==> src/rtl/core_id_decode_stage_pkg.sv <==
`default_nettype none
// +----------------------------------------------------------------------------+
// | Package : core_id_decode_stage_pkg                                         |
// | Purpose : Shared widths, unit-bus bit indices, RV32 opcode encodings and   |
// |           small helper functions for the ID decode stage.                  |
// | Ports   : none (package)                                                   |
// | Macros  : CORE_RV32M_EN enables M-extension decode (see decode comb)       |
// | Rev     : 1.0  initial release                                             |
// +----------------------------------------------------------------------------+
package core_id_decode_stage_pkg;

   localparam int CORE_INST_WIDTH     = 32;
   localparam int CORE_RFIDX_WIDTH    = 5;

   // Branch/jump unit bus. Unsigned compares reuse BLT/BGE plus the BUNS flag.
   localparam int CORE_BJ_INST_JAL    = 0;
   localparam int CORE_BJ_INST_JALR   = 1;
   localparam int CORE_BJ_INST_BEQ    = 2;
   localparam int CORE_BJ_INST_BNE    = 3;
   localparam int CORE_BJ_INST_BLT    = 4;
   localparam int CORE_BJ_INST_BGE    = 5;
   localparam int CORE_BJ_INST_BUNS   = 6;
   localparam int CORE_BJ_INST_WIDTH  = 7;

   // ALU bus. OP2IMM selects the immediate as operand 2, OP1PC selects PC as operand 1.
   localparam int CORE_ALU_INST_ADD    = 0;
   localparam int CORE_ALU_INST_SUB    = 1;
   localparam int CORE_ALU_INST_XOR    = 2;
   localparam int CORE_ALU_INST_SLL    = 3;
   localparam int CORE_ALU_INST_SRL    = 4;
   localparam int CORE_ALU_INST_SRA    = 5;
   localparam int CORE_ALU_INST_OR     = 6;
   localparam int CORE_ALU_INST_AND    = 7;
   localparam int CORE_ALU_INST_SLT    = 8;
   localparam int CORE_ALU_INST_SLTU   = 9;
   localparam int CORE_ALU_INST_LUI    = 10;
   localparam int CORE_ALU_INST_OP2IMM = 11;
   localparam int CORE_ALU_INST_OP1PC  = 12;
   localparam int CORE_ALU_INST_FENCE  = 13;
   localparam int CORE_ALU_INST_WIDTH  = 14;

   // LSU bus. SIZE is func3[1:0] (00 byte, 01 half, 10 word); USIGN is func3[2].
   localparam int CORE_LSU_INST_LOAD     = 0;
   localparam int CORE_LSU_INST_STORE    = 1;
   localparam int CORE_LSU_INST_SIZE_LSB = 2;
   localparam int CORE_LSU_INST_SIZE_MSB = 3;
   localparam int CORE_LSU_INST_USIGN    = 4;
   localparam int CORE_LSU_INST_WIDTH    = 5;

   // CSR/system bus.
   localparam int CORE_CSR_INST_RW     = 0;
   localparam int CORE_CSR_INST_RS     = 1;
   localparam int CORE_CSR_INST_RC     = 2;
   localparam int CORE_CSR_INST_IMM    = 3;
   localparam int CORE_CSR_INST_ECALL  = 4;
   localparam int CORE_CSR_INST_EBREAK = 5;
   localparam int CORE_CSR_INST_WIDTH  = 6;

   // M-extension bus: one-hot, bit index equals func3.
   localparam int CORE_MUL_INST_MUL    = 0;
   localparam int CORE_MUL_INST_MULH   = 1;
   localparam int CORE_MUL_INST_MULHSU = 2;
   localparam int CORE_MUL_INST_MULHU  = 3;
   localparam int CORE_MUL_INST_DIV    = 4;
   localparam int CORE_MUL_INST_DIVU   = 5;
   localparam int CORE_MUL_INST_REM    = 6;
   localparam int CORE_MUL_INST_REMU   = 7;
   localparam int CORE_MUL_INST_WIDTH  = 8;

   localparam logic [6:0] F7_ZERO   = 7'b0000000;
   localparam logic [6:0] F7_ALT    = 7'b0100000;
   localparam logic [6:0] F7_MULDIV = 7'b0000001;

   typedef enum logic [6:0] {
      OPC_LUI     = 7'b0110111,
      OPC_AUIPC   = 7'b0010111,
      OPC_JAL     = 7'b1101111,
      OPC_JALR    = 7'b1100111,
      OPC_BRANCH  = 7'b1100011,
      OPC_LOAD    = 7'b0000011,
      OPC_STORE   = 7'b0100011,
      OPC_OPIMM   = 7'b0010011,
      OPC_OP      = 7'b0110011,
      OPC_MISCMEM = 7'b0001111,
      OPC_SYSTEM  = 7'b1110011
   } opcode_e;

   // Shared func3 -> ALU op mapping for OP and OP-IMM; alt selects SUB/SRA.
   function automatic logic [CORE_ALU_INST_WIDTH-1:0] alu_func3_onehot(input logic [2:0] f3,
                                                                     input logic       alt);
      logic [CORE_ALU_INST_WIDTH-1:0] v;
      v = '0;
      case (f3)
         3'b000:  v[alt ? CORE_ALU_INST_SUB : CORE_ALU_INST_ADD] = 1'b1;
         3'b001:  v[CORE_ALU_INST_SLL]  = 1'b1;
         3'b010:  v[CORE_ALU_INST_SLT]  = 1'b1;
         3'b011:  v[CORE_ALU_INST_SLTU] = 1'b1;
         3'b100:  v[CORE_ALU_INST_XOR]  = 1'b1;
         3'b101:  v[alt ? CORE_ALU_INST_SRA : CORE_ALU_INST_SRL] = 1'b1;
         3'b110:  v[CORE_ALU_INST_OR]   = 1'b1;
         default: v[CORE_ALU_INST_AND]  = 1'b1;
      endcase
      return v;
   endfunction

   function automatic logic [CORE_MUL_INST_WIDTH-1:0] mul_onehot(input logic [2:0] f3);
      return CORE_MUL_INST_WIDTH'(1) << f3;
   endfunction

endpackage
`default_nettype wire

==> src/rtl/core_id_decode_comb.sv <==
`default_nettype none
// +----------------------------------------------------------------------------+
// | Module  : core_id_decode_comb                                              |
// | Purpose : Pure combinational RV32I(+M) instruction decoder.                |
// | Ports   : inst      in  instruction word                                   |
// |           rs1/rs2/rd_idx out register indices                              |
// |           rd_wen    out writeback enable (0 for rd==0 or illegal)          |
// |           imm       out sign-extended immediate                            |
// |           bj/alu/lsu/csr/mul_bus out unit opcode buses (0 when illegal)    |
// |           illegal   out undefined encoding                                 |
// |           ebreak    out instruction is EBREAK                              |
// | Macros  : CORE_RV32M_EN - decode MUL/DIV/REM onto mul_bus                  |
// | Rev     : 1.0  initial release                                             |
// +----------------------------------------------------------------------------+
module core_id_decode_comb
   import core_id_decode_stage_pkg::*;
#(
   parameter int XLEN = 32
) (
   input  logic [CORE_INST_WIDTH-1:0]     inst,
   output logic [CORE_RFIDX_WIDTH-1:0]    rs1_idx,
   output logic [CORE_RFIDX_WIDTH-1:0]    rs2_idx,
   output logic [CORE_RFIDX_WIDTH-1:0]    rd_idx,
   output logic                           rd_wen,
   output logic [XLEN-1:0]                imm,
   output logic [CORE_BJ_INST_WIDTH-1:0]  bj_bus,
   output logic [CORE_ALU_INST_WIDTH-1:0] alu_bus,
   output logic [CORE_LSU_INST_WIDTH-1:0] lsu_bus,
   output logic [CORE_CSR_INST_WIDTH-1:0] csr_bus,
   output logic [CORE_MUL_INST_WIDTH-1:0] mul_bus,
   output logic                           illegal,
   output logic                           ebreak
);

   logic [6:0]  opcode;
   logic [2:0]  func3;
   logic [6:0]  func7;
   logic [31:0] imm_i, imm_s, imm_b, imm_u, imm_j;

   assign opcode  = inst[6:0];
   assign func3   = inst[14:12];
   assign func7   = inst[31:25];
   assign rd_idx  = inst[11:7];
   assign rs1_idx = inst[19:15];
   assign rs2_idx = inst[24:20];

   assign imm_i = {{20{inst[31]}}, inst[31:20]};
   assign imm_s = {{20{inst[31]}}, inst[31:25], inst[11:7]};
   assign imm_b = {{19{inst[31]}}, inst[31], inst[7], inst[30:25], inst[11:8], 1'b0};
   assign imm_u = {inst[31:12], 12'b0};
   assign imm_j = {{11{inst[31]}}, inst[31], inst[19:12], inst[20], inst[30:21], 1'b0};

   logic                           legal;
   logic                           wen;
   logic [31:0]                    imm32;
   logic [CORE_BJ_INST_WIDTH-1:0]  bj;
   logic [CORE_ALU_INST_WIDTH-1:0] alu;
   logic [CORE_LSU_INST_WIDTH-1:0] lsu;
   logic [CORE_CSR_INST_WIDTH-1:0] csr;
   logic [CORE_MUL_INST_WIDTH-1:0] mul;

   always_comb begin
      legal = 1'b0;
      wen   = 1'b0;
      imm32 = '0;
      bj    = '0;
      alu   = '0;
      lsu   = '0;
      csr   = '0;
      mul   = '0;
      case (opcode)
         OPC_LUI: begin
            legal = 1'b1;
            wen   = 1'b1;
            imm32 = imm_u;
            alu[CORE_ALU_INST_LUI]    = 1'b1;
            alu[CORE_ALU_INST_OP2IMM] = 1'b1;
         end
         OPC_AUIPC: begin
            legal = 1'b1;
            wen   = 1'b1;
            imm32 = imm_u;
            alu[CORE_ALU_INST_ADD]    = 1'b1;
            alu[CORE_ALU_INST_OP2IMM] = 1'b1;
            alu[CORE_ALU_INST_OP1PC]  = 1'b1;
         end
         OPC_JAL: begin
            legal = 1'b1;
            wen   = 1'b1;
            imm32 = imm_j;
            bj[CORE_BJ_INST_JAL] = 1'b1;
         end
         OPC_JALR: begin
            legal = (func3 == 3'b000);
            wen   = 1'b1;
            imm32 = imm_i;
            bj[CORE_BJ_INST_JALR] = 1'b1;
         end
         OPC_BRANCH: begin
            legal = 1'b1;
            imm32 = imm_b;
            case (func3)
               3'b000:  bj[CORE_BJ_INST_BEQ] = 1'b1;
               3'b001:  bj[CORE_BJ_INST_BNE] = 1'b1;
               3'b100:  bj[CORE_BJ_INST_BLT] = 1'b1;
               3'b101:  bj[CORE_BJ_INST_BGE] = 1'b1;
               3'b110: begin
                  bj[CORE_BJ_INST_BLT]  = 1'b1;
                  bj[CORE_BJ_INST_BUNS] = 1'b1;
               end
               3'b111: begin
                  bj[CORE_BJ_INST_BGE]  = 1'b1;
                  bj[CORE_BJ_INST_BUNS] = 1'b1;
               end
               default: legal = 1'b0;
            endcase
         end
         OPC_LOAD: begin
            // LB/LH/LW/LBU/LHU; size 11 and LWU do not exist in RV32.
            legal = (func3[1:0] != 2'b11) && !(func3[2] && func3[1]);
            wen   = 1'b1;
            imm32 = imm_i;
            lsu[CORE_LSU_INST_LOAD]  = 1'b1;
            lsu[CORE_LSU_INST_SIZE_MSB:CORE_LSU_INST_SIZE_LSB] = func3[1:0];
            lsu[CORE_LSU_INST_USIGN] = func3[2];
         end
         OPC_STORE: begin
            legal = !func3[2] && (func3[1:0] != 2'b11);
            imm32 = imm_s;
            lsu[CORE_LSU_INST_STORE] = 1'b1;
            lsu[CORE_LSU_INST_SIZE_MSB:CORE_LSU_INST_SIZE_LSB] = func3[1:0];
         end
         OPC_OPIMM: begin
            // Shift-immediates carry func7 in imm[11:5]; only SRAI may use the alt code.
            if (func3 == 3'b001)
               legal = (func7 == F7_ZERO);
            else if (func3 == 3'b101)
               legal = (func7 == F7_ZERO) || (func7 == F7_ALT);
            else
               legal = 1'b1;
            wen   = 1'b1;
            imm32 = imm_i;
            alu   = alu_func3_onehot(func3, (func3 == 3'b101) && func7[5]);
            alu[CORE_ALU_INST_OP2IMM] = 1'b1;
         end
         OPC_OP: begin
            if (func7 == F7_ZERO) begin
               legal = 1'b1;
               wen   = 1'b1;
               alu   = alu_func3_onehot(func3, 1'b0);
            end else if (func7 == F7_ALT) begin
               legal = (func3 == 3'b000) || (func3 == 3'b101);
               wen   = 1'b1;
               alu   = alu_func3_onehot(func3, 1'b1);
            end else if (func7 == F7_MULDIV) begin
`ifdef CORE_RV32M_EN
               legal = 1'b1;
               wen   = 1'b1;
               mul   = mul_onehot(func3);
`else
               legal = 1'b0;
`endif
            end
         end
         OPC_MISCMEM: begin
            // FENCE / FENCE.I retire as no-ops in this in-order core.
            legal = (func3[2:1] == 2'b00);
            alu[CORE_ALU_INST_FENCE] = 1'b1;
         end
         OPC_SYSTEM: begin
            if (func3 == 3'b000) begin
               if (inst[31:7] == 25'h0) begin
                  legal = 1'b1;
                  csr[CORE_CSR_INST_ECALL] = 1'b1;
               end else if (inst[31:7] == {12'h001, 13'h0}) begin
                  legal = 1'b1;
                  csr[CORE_CSR_INST_EBREAK] = 1'b1;
               end
            end else if (func3 != 3'b100) begin
               legal = 1'b1;
               wen   = 1'b1;
               imm32 = {20'b0, inst[31:20]};     // CSR address
               csr[CORE_CSR_INST_RW]  = (func3[1:0] == 2'b01);
               csr[CORE_CSR_INST_RS]  = (func3[1:0] == 2'b10);
               csr[CORE_CSR_INST_RC]  = (func3[1:0] == 2'b11);
               csr[CORE_CSR_INST_IMM] = func3[2];
            end
         end
         default: legal = 1'b0;
      endcase
   end

   // opcode[1:0] != 11 never matches a listed opcode, so it falls to illegal above.
   assign illegal = !legal;
   assign rd_wen  = legal && wen && (rd_idx != '0);
   assign imm     = XLEN'($signed(imm32));
   assign bj_bus  = legal ? bj  : '0;
   assign alu_bus = legal ? alu : '0;
   assign lsu_bus = legal ? lsu : '0;
   assign csr_bus = legal ? csr : '0;
   assign mul_bus = legal ? mul : '0;
   assign ebreak  = csr_bus[CORE_CSR_INST_EBREAK];

endmodule
`default_nettype wire

==> src/rtl/core_id_decode_stage.sv <==
`default_nettype none
// +----------------------------------------------------------------------------+
// | Module  : core_id_decode_stage                                             |
// | Purpose : Registered, back-pressured ID stage. {pc,inst} pairs are queued  |
// |           in an IBUF_DEPTH FIFO; the head (or a bypassing input) is        |
// |           decoded into a valid/ready output register.                      |
// | Ports   : clk, rst_n (async active-low), i_flush                           |
// |           i_valid/o_ready/i_pc/i_inst   upstream handshake and payload     |
// |           o_valid/i_ready               downstream handshake               |
// |           o_pc, o_rs1/rs2/rd_idx, o_rd_wen, o_imm, o_bj/alu/lsu/csr/mul_bus|
// |           o_illegal, o_ebreak_sim       decoded payload                    |
// | Macros  : CORE_RV32M_EN - enable M-extension decode                        |
// | Rev     : 1.0  initial release                                             |
// +----------------------------------------------------------------------------+
module core_id_decode_stage
   import core_id_decode_stage_pkg::*;
#(
   parameter int XLEN       = 32,
   parameter int IBUF_DEPTH = 2      // power of 2, >= 2
) (
   input  logic                           clk,
   input  logic                           rst_n,
   input  logic                           i_flush,
   input  logic                           i_valid,
   output logic                           o_ready,
   input  logic [XLEN-1:0]                i_pc,
   input  logic [CORE_INST_WIDTH-1:0]     i_inst,
   output logic                           o_valid,
   input  logic                           i_ready,
   output logic [XLEN-1:0]                o_pc,
   output logic [CORE_RFIDX_WIDTH-1:0]    o_rs1_idx,
   output logic [CORE_RFIDX_WIDTH-1:0]    o_rs2_idx,
   output logic [CORE_RFIDX_WIDTH-1:0]    o_rd_idx,
   output logic                           o_rd_wen,
   output logic [XLEN-1:0]                o_imm,
   output logic [CORE_BJ_INST_WIDTH-1:0]  o_bj_bus,
   output logic [CORE_ALU_INST_WIDTH-1:0] o_alu_bus,
   output logic [CORE_LSU_INST_WIDTH-1:0] o_lsu_bus,
   output logic [CORE_CSR_INST_WIDTH-1:0] o_csr_bus,
   output logic [CORE_MUL_INST_WIDTH-1:0] o_mul_bus,
   output logic                           o_illegal,
   output logic                           o_ebreak_sim
);

   localparam int PTR_W = $clog2(IBUF_DEPTH);
   localparam int CNT_W = PTR_W + 1;
   localparam logic [CNT_W-1:0] DEPTH_CNT = CNT_W'(IBUF_DEPTH);

   logic [XLEN-1:0]            q_pc   [IBUF_DEPTH];
   logic [CORE_INST_WIDTH-1:0] q_inst [IBUF_DEPTH];
   logic [PTR_W-1:0]           wr_ptr, rd_ptr;
   logic [CNT_W-1:0]           count;
   logic                       ebreak_q;

   logic q_empty, out_free, accept, pop, bypass, push, load;

   assign o_ready  = (count < DEPTH_CNT);
   assign q_empty  = (count == '0);
   assign out_free = !o_valid || i_ready;
   assign accept   = i_valid && o_ready && !i_flush;
   assign pop      = out_free && !q_empty && !i_flush;
   // Input skips the queue only when nothing older is waiting ahead of it.
   assign bypass   = accept && q_empty && out_free;
   assign push     = accept && !bypass;
   assign load     = pop || bypass;

   // Output register input mux: queue head has priority to keep FIFO order.
   logic [XLEN-1:0]            sel_pc;
   logic [CORE_INST_WIDTH-1:0] sel_inst;
   assign sel_pc   = q_empty ? i_pc   : q_pc[rd_ptr];
   assign sel_inst = q_empty ? i_inst : q_inst[rd_ptr];

   logic [CORE_RFIDX_WIDTH-1:0]    dec_rs1, dec_rs2, dec_rd;
   logic                           dec_rd_wen, dec_illegal, dec_ebreak;
   logic [XLEN-1:0]                dec_imm;
   logic [CORE_BJ_INST_WIDTH-1:0]  dec_bj;
   logic [CORE_ALU_INST_WIDTH-1:0] dec_alu;
   logic [CORE_LSU_INST_WIDTH-1:0] dec_lsu;
   logic [CORE_CSR_INST_WIDTH-1:0] dec_csr;
   logic [CORE_MUL_INST_WIDTH-1:0] dec_mul;

   core_id_decode_comb #(.XLEN(XLEN)) u_decode (
      .inst    (sel_inst),
      .rs1_idx (dec_rs1),
      .rs2_idx (dec_rs2),
      .rd_idx  (dec_rd),
      .rd_wen  (dec_rd_wen),
      .imm     (dec_imm),
      .bj_bus  (dec_bj),
      .alu_bus (dec_alu),
      .lsu_bus (dec_lsu),
      .csr_bus (dec_csr),
      .mul_bus (dec_mul),
      .illegal (dec_illegal),
      .ebreak  (dec_ebreak)
   );

   // Queue storage carries no reset; occupancy is tracked by count alone.
   always_ff @(posedge clk) begin
      if (push) begin
         q_pc[wr_ptr]   <= i_pc;
         q_inst[wr_ptr] <= i_inst;
      end
   end

   always_ff @(posedge clk or negedge rst_n) begin
      if (!rst_n) begin
         wr_ptr <= '0;
         rd_ptr <= '0;
         count  <= '0;
      end else if (i_flush) begin
         wr_ptr <= '0;
         rd_ptr <= '0;
         count  <= '0;
      end else begin
         if (push) wr_ptr <= wr_ptr + PTR_W'(1);
         if (pop)  rd_ptr <= rd_ptr + PTR_W'(1);
         if (push && !pop)
            count <= count + CNT_W'(1);
         else if (pop && !push)
            count <= count - CNT_W'(1);
      end
   end

   always_ff @(posedge clk or negedge rst_n) begin
      if (!rst_n) begin
         o_valid   <= 1'b0;
         o_pc      <= '0;
         o_rs1_idx <= '0;
         o_rs2_idx <= '0;
         o_rd_idx  <= '0;
         o_rd_wen  <= 1'b0;
         o_imm     <= '0;
         o_bj_bus  <= '0;
         o_alu_bus <= '0;
         o_lsu_bus <= '0;
         o_csr_bus <= '0;
         o_mul_bus <= '0;
         o_illegal <= 1'b0;
         ebreak_q  <= 1'b0;
      end else if (i_flush) begin
         o_valid <= 1'b0;
      end else if (out_free) begin
         o_valid <= load;
         if (load) begin
            o_pc      <= sel_pc;
            o_rs1_idx <= dec_rs1;
            o_rs2_idx <= dec_rs2;
            o_rd_idx  <= dec_rd;
            o_rd_wen  <= dec_rd_wen;
            o_imm     <= dec_imm;
            o_bj_bus  <= dec_bj;
            o_alu_bus <= dec_alu;
            o_lsu_bus <= dec_lsu;
            o_csr_bus <= dec_csr;
            o_mul_bus <= dec_mul;
            o_illegal <= dec_illegal;
            ebreak_q  <= dec_ebreak;
         end
      end
   end

   assign o_ebreak_sim = o_valid && ebreak_q;

endmodule
`default_nettype wire

==> config.mk <==
export PLATFORM = sky130hd
export DESIGN_NAME = core_id_decode_stage
export DESIGN_NICKNAME = d
export VERILOG_FILES = /design/src/rtl/core_id_decode_stage_pkg.sv /design/src/rtl/core_id_decode_comb.sv /design/src/rtl/core_id_decode_stage.sv
export SDC_FILE = /design/constraint.sdc
export NUM_CORES = 1
export LEC_CHECK = 0
export BUFFER_PORTS_ARGS = -buffer_cell sky130_fd_sc_hd__buf_2
export CAP_MARGIN = 20
export CORE_MARGIN = 3
export CORE_UTILIZATION = 55
export DETAILED_ROUTE_END_ITERATION = 12
export GPL_TIMING_DRIVEN = 0
export PLACE_DENSITY = 0.76
export SYNTH_ARGS = -nofsm -noshare
export SYNTH_HDL_FRONTEND = slang
export SYNTH_HIERARCHICAL = 1
export SYNTH_SLANG_ARGS = --single-unit
==> constraint.sdc <==
create_clock -name clk -period 5 [get_ports clk]
set_input_delay 0.5 -clock clk [delete_from_list [all_inputs] [get_ports clk]]
set_output_delay 0.5 -clock clk [all_outputs]
set_load 0.03 [all_outputs]
==> reports/results.md <==
- completed — run status
- edfxtp_1 — commonest register cell after synthesis
- 193 — number of I/O pins
- 24.7% — total global-route track usage
- 66 — largest net degree at the start of global routing
- 0.00599 uW — leakage power summed over all cells
- 128 — number of enable flip-flop cells after synthesis
- 174 ps — Fin Hold WS
- 57.1% — initial core utilization
- 1 — Clock H-tree levels
- 43.1 mm — wire length of the first global-routing pass
- 10 — highest net fanout along the worst path
- 3780 um^2 — area of combinational cells with multiple inputs
- 192 — I/O Buffers
- 19800 um^2 — Floorplan Core Area
- no — setup repair after global routing missed its margin
- 12800 um^2 — Post-DP Area
- 805 — number of cells produced by synthesis
- 13 — worst reg-to-reg path cell count
- 62.0% — Seq/Total Area, Yosys
- 1107 — final-stage net count
- 0 — total DRC errors in the routed layout
- 7540 — number of vias in the routed layout
- 7762 — vias in the first global route
- 3 — Longest Clk Path Bufs
- 26 — number of clock buffers inserted by TritonCTS
- 69.1% — share of the core filled with cells in the final layout
- clkbuf_16 — clock root buffer
- buf_2, edfxtp_1, dfrtp_1, mux2_2, nand2_1 — most frequent cells in the layout
- q_pc[1][11] — Endpoint, Worst Hold
- 255 — TritonCTS Sinks
- 1160 ps — worst-margin pin slew
- 21.0% — layout-stage area growth over the synthesis result
- 0 — post-route antenna net violation count
- 51 — site row count
- 0 — number of gates resized after cts
- 60 ps — clock edge transition at the registers on the reported setup and hold paths
- 1446 — Filler Cells Inserted
- 40.7% — fraction of layout instances using a drive strength above 1
- 13700 um^2 — final cell area excluding filler cells
- 91.1% — final worst path period share
- o_lsu_bus[4] — R2R Path End
- 11300 um^2 — netlist area before placement
- 27.7 mm — Routed WL
- 22.0% — max_slew headroom
- 1 — number of antenna violations at the first check in global routing
- yes — clock tree from TritonCTS
- 19.3 mm — detailed placer's ending HPWL
- register to register — type of the setup path with the least slack
- 22400 um^2 — Die Footprint
- 558 — DRC marker count from the first detailed-route iteration
- 20.9 um — post-detailed-route wirelength per cell
- 0 — total congestion overflow
- 1 — hold path cells
- 14.1 um^2 — Mean Syn Cell Area
- 440 ps — setup slack on the worst flop-to-flop path
- 5410 ps — Crit path required time
- 150 um — Die Width
- 219 MHz — maximum clock rate
- 0.000288 V — Max IR drop VDD
- 5.69 — DR vias/cell
- input port to register — worst hold path type
- 0 — number of setup buffers added after CTS
- 255 — Synth Register Bits
- 6 — Yosys warning total
- 0 — number of failing hold endpoints at the final stage
- buf_2 — most common library cell in the layout ignoring fill and taps
- 7020 um^2 — flip-flop and latch area
- 4960 ps — Worst EP arrival
- count[0] — start of the worst register-to-register path
- 0 — number of slew-limit violations in the final report
- register — CP startpoint kind
- 530 ps — worst skew pair latency
- 9.18 ps — Clock Skews
- 5340 uW — power after layout
- register — CP Capture Type
- 0.892 — final weighted congestion in routability-driven placement
- i_pc[11] — critical hold path startpoint
- 61 — number of distinct standard cells referenced by the synthesized netlist
- 150 um — die outline height
- 4560 ps — final worst path period need
- 0 — final setup violation count
- 390 nW/um^2 — power density over the cells
- 49.8% — share of synthesized flip-flops with an asynchronous set or reset
- 5 — first-pass iteration count of the detailed router
- 0 — # Max-Cap Violations
power by group:
group          switching (uW)  internal [uW]
logic                     564            324
clock network             789           1260
registers                68.2           2340
total                    1420           3920
flip-flops by register name (all words and copies together) (netlist names), 5 cells and up:
register,count
o_alu_bus,14
o_bj_bus,7
o_csr_bus,6
o_imm,32
o_lsu_bus,5
o_mul_bus,8
o_pc,32
o_rd_idx,5
o_rs1_idx,5
o_rs2_idx,5
q_inst,64
q_pc,64
worst max-delay path by stage:
stage,from,endpoint,slack [ps],cells past startpoint
2_1_floorplan,o_valid,q_inst[0][0],830,4
6_report,count[0],o_lsu_bus[4],440,13
5_1_grt,count[0],o_lsu_bus[4],230,13
4_1_cts,count[0],o_lsu_bus[4],500,13
3_5_place_dp,count[0],o_lsu_bus[4],630,13
3_3_place_gp,i_valid,q_inst[0][6],-970,4
per-stage QoR:
step	setup WS, ps	setup TNS (ps)	cells
final	443	0	1326
after global routing	229	0	1324
after detailed placement	633	0	1274
after global placement	-970	-123210	1269
after floorplan	835	0	812
after CTS	497	0	1323
cell type report:
class,instances,share of cell area [%]
buffer,77,3.88
tap,265,2.42
clock inverter,16,1.56
inverter,9,0.246
clock buffer,32,5.13
sequential,255,51.2
timing repair buffer,198,7.91
multi-input combinational,471,27.6
antenna,3,0.0548
worst max-delay path: stages, from the launching register on:
cell,delay (ps)
dfrtp_1,450
nor2_1,600
buf_2,370
buf_1,480
nand2_1,130
o21ai_0,140
clkbuf_1,410
o21ai_0,190
and4_1,300
or3_1,360
nor3_4,320
buf_2,290
nor3_1,110
mux2_2,280
synthesized netlist by cell type (all sizes together) (2+ instances only):
master,count,share of area [%]
edfxtp,128,34
dfrtp,127,28
mux2,122,13
nand2,61,2.0
buf,56,4.0
o21ai,36,1.6
mux2i,33,2.9
a2bb2oi,32,2.5
o22ai,32,1.8
nor2,24,0.86
clkbuf,21,0.70
nor3,15,0.81
a21o,14,0.93
nor2b,11,0.63
inv,9,0.30
and2,8,0.44
nor4,8,0.50
nand2b,6,0.33
a22o,5,0.39
nand3,5,0.22
a21oi,4,0.18
a2111oi,3,0.40
a211oi,3,0.20
nand4,3,0.17
nor3b,3,0.20
o21a,3,0.20
or2,3,0.17
or3,3,0.17
a22oi,2,0.13
a31oi,2,0.11
and3,2,0.11
and3b,2,0.17
nand4b,2,0.15
o211ai,2,0.13
o31a,2,0.15
or4,2,0.17
xnor2,2,0.15
what timing repair did:
action	4_1_cts	5_1_grt
endpoints found under the hold margin	26	0
endpoints found under the setup margin	0	0
hold buffers	1	0
cells by family (layout without fill, tap and decap cells):
| kind of cell | after synthesis | count (layout) | share of synthesized area, % |
|---|---|---|---|
| AND/OR/NAND/NOR | 163 | 163 | 7.68 |
| other | 1 | 11 | 0.0331 |
| AO/OA/AOI/OAI | 142 | 142 | 8.79 |
| flip-flops | 255 | 255 | 62.0 |
| XOR/XNOR | 3 | 3 | 0.232 |
| multiplexers | 155 | 155 | 16.3 |
| buffers and inverters | 86 | 332 | 4.99 |
metal layers:
metal	wire length (um)	vias to the layer above	global-route usage, %
li1	-	3428	-
met3	2220	39	5.09
met4	613	0	6.68
met1	11900	3780	35.7
met5	0	-	0
met2	12900	293	38.5
No activity file was read; power rests on OpenSTA's default activity.
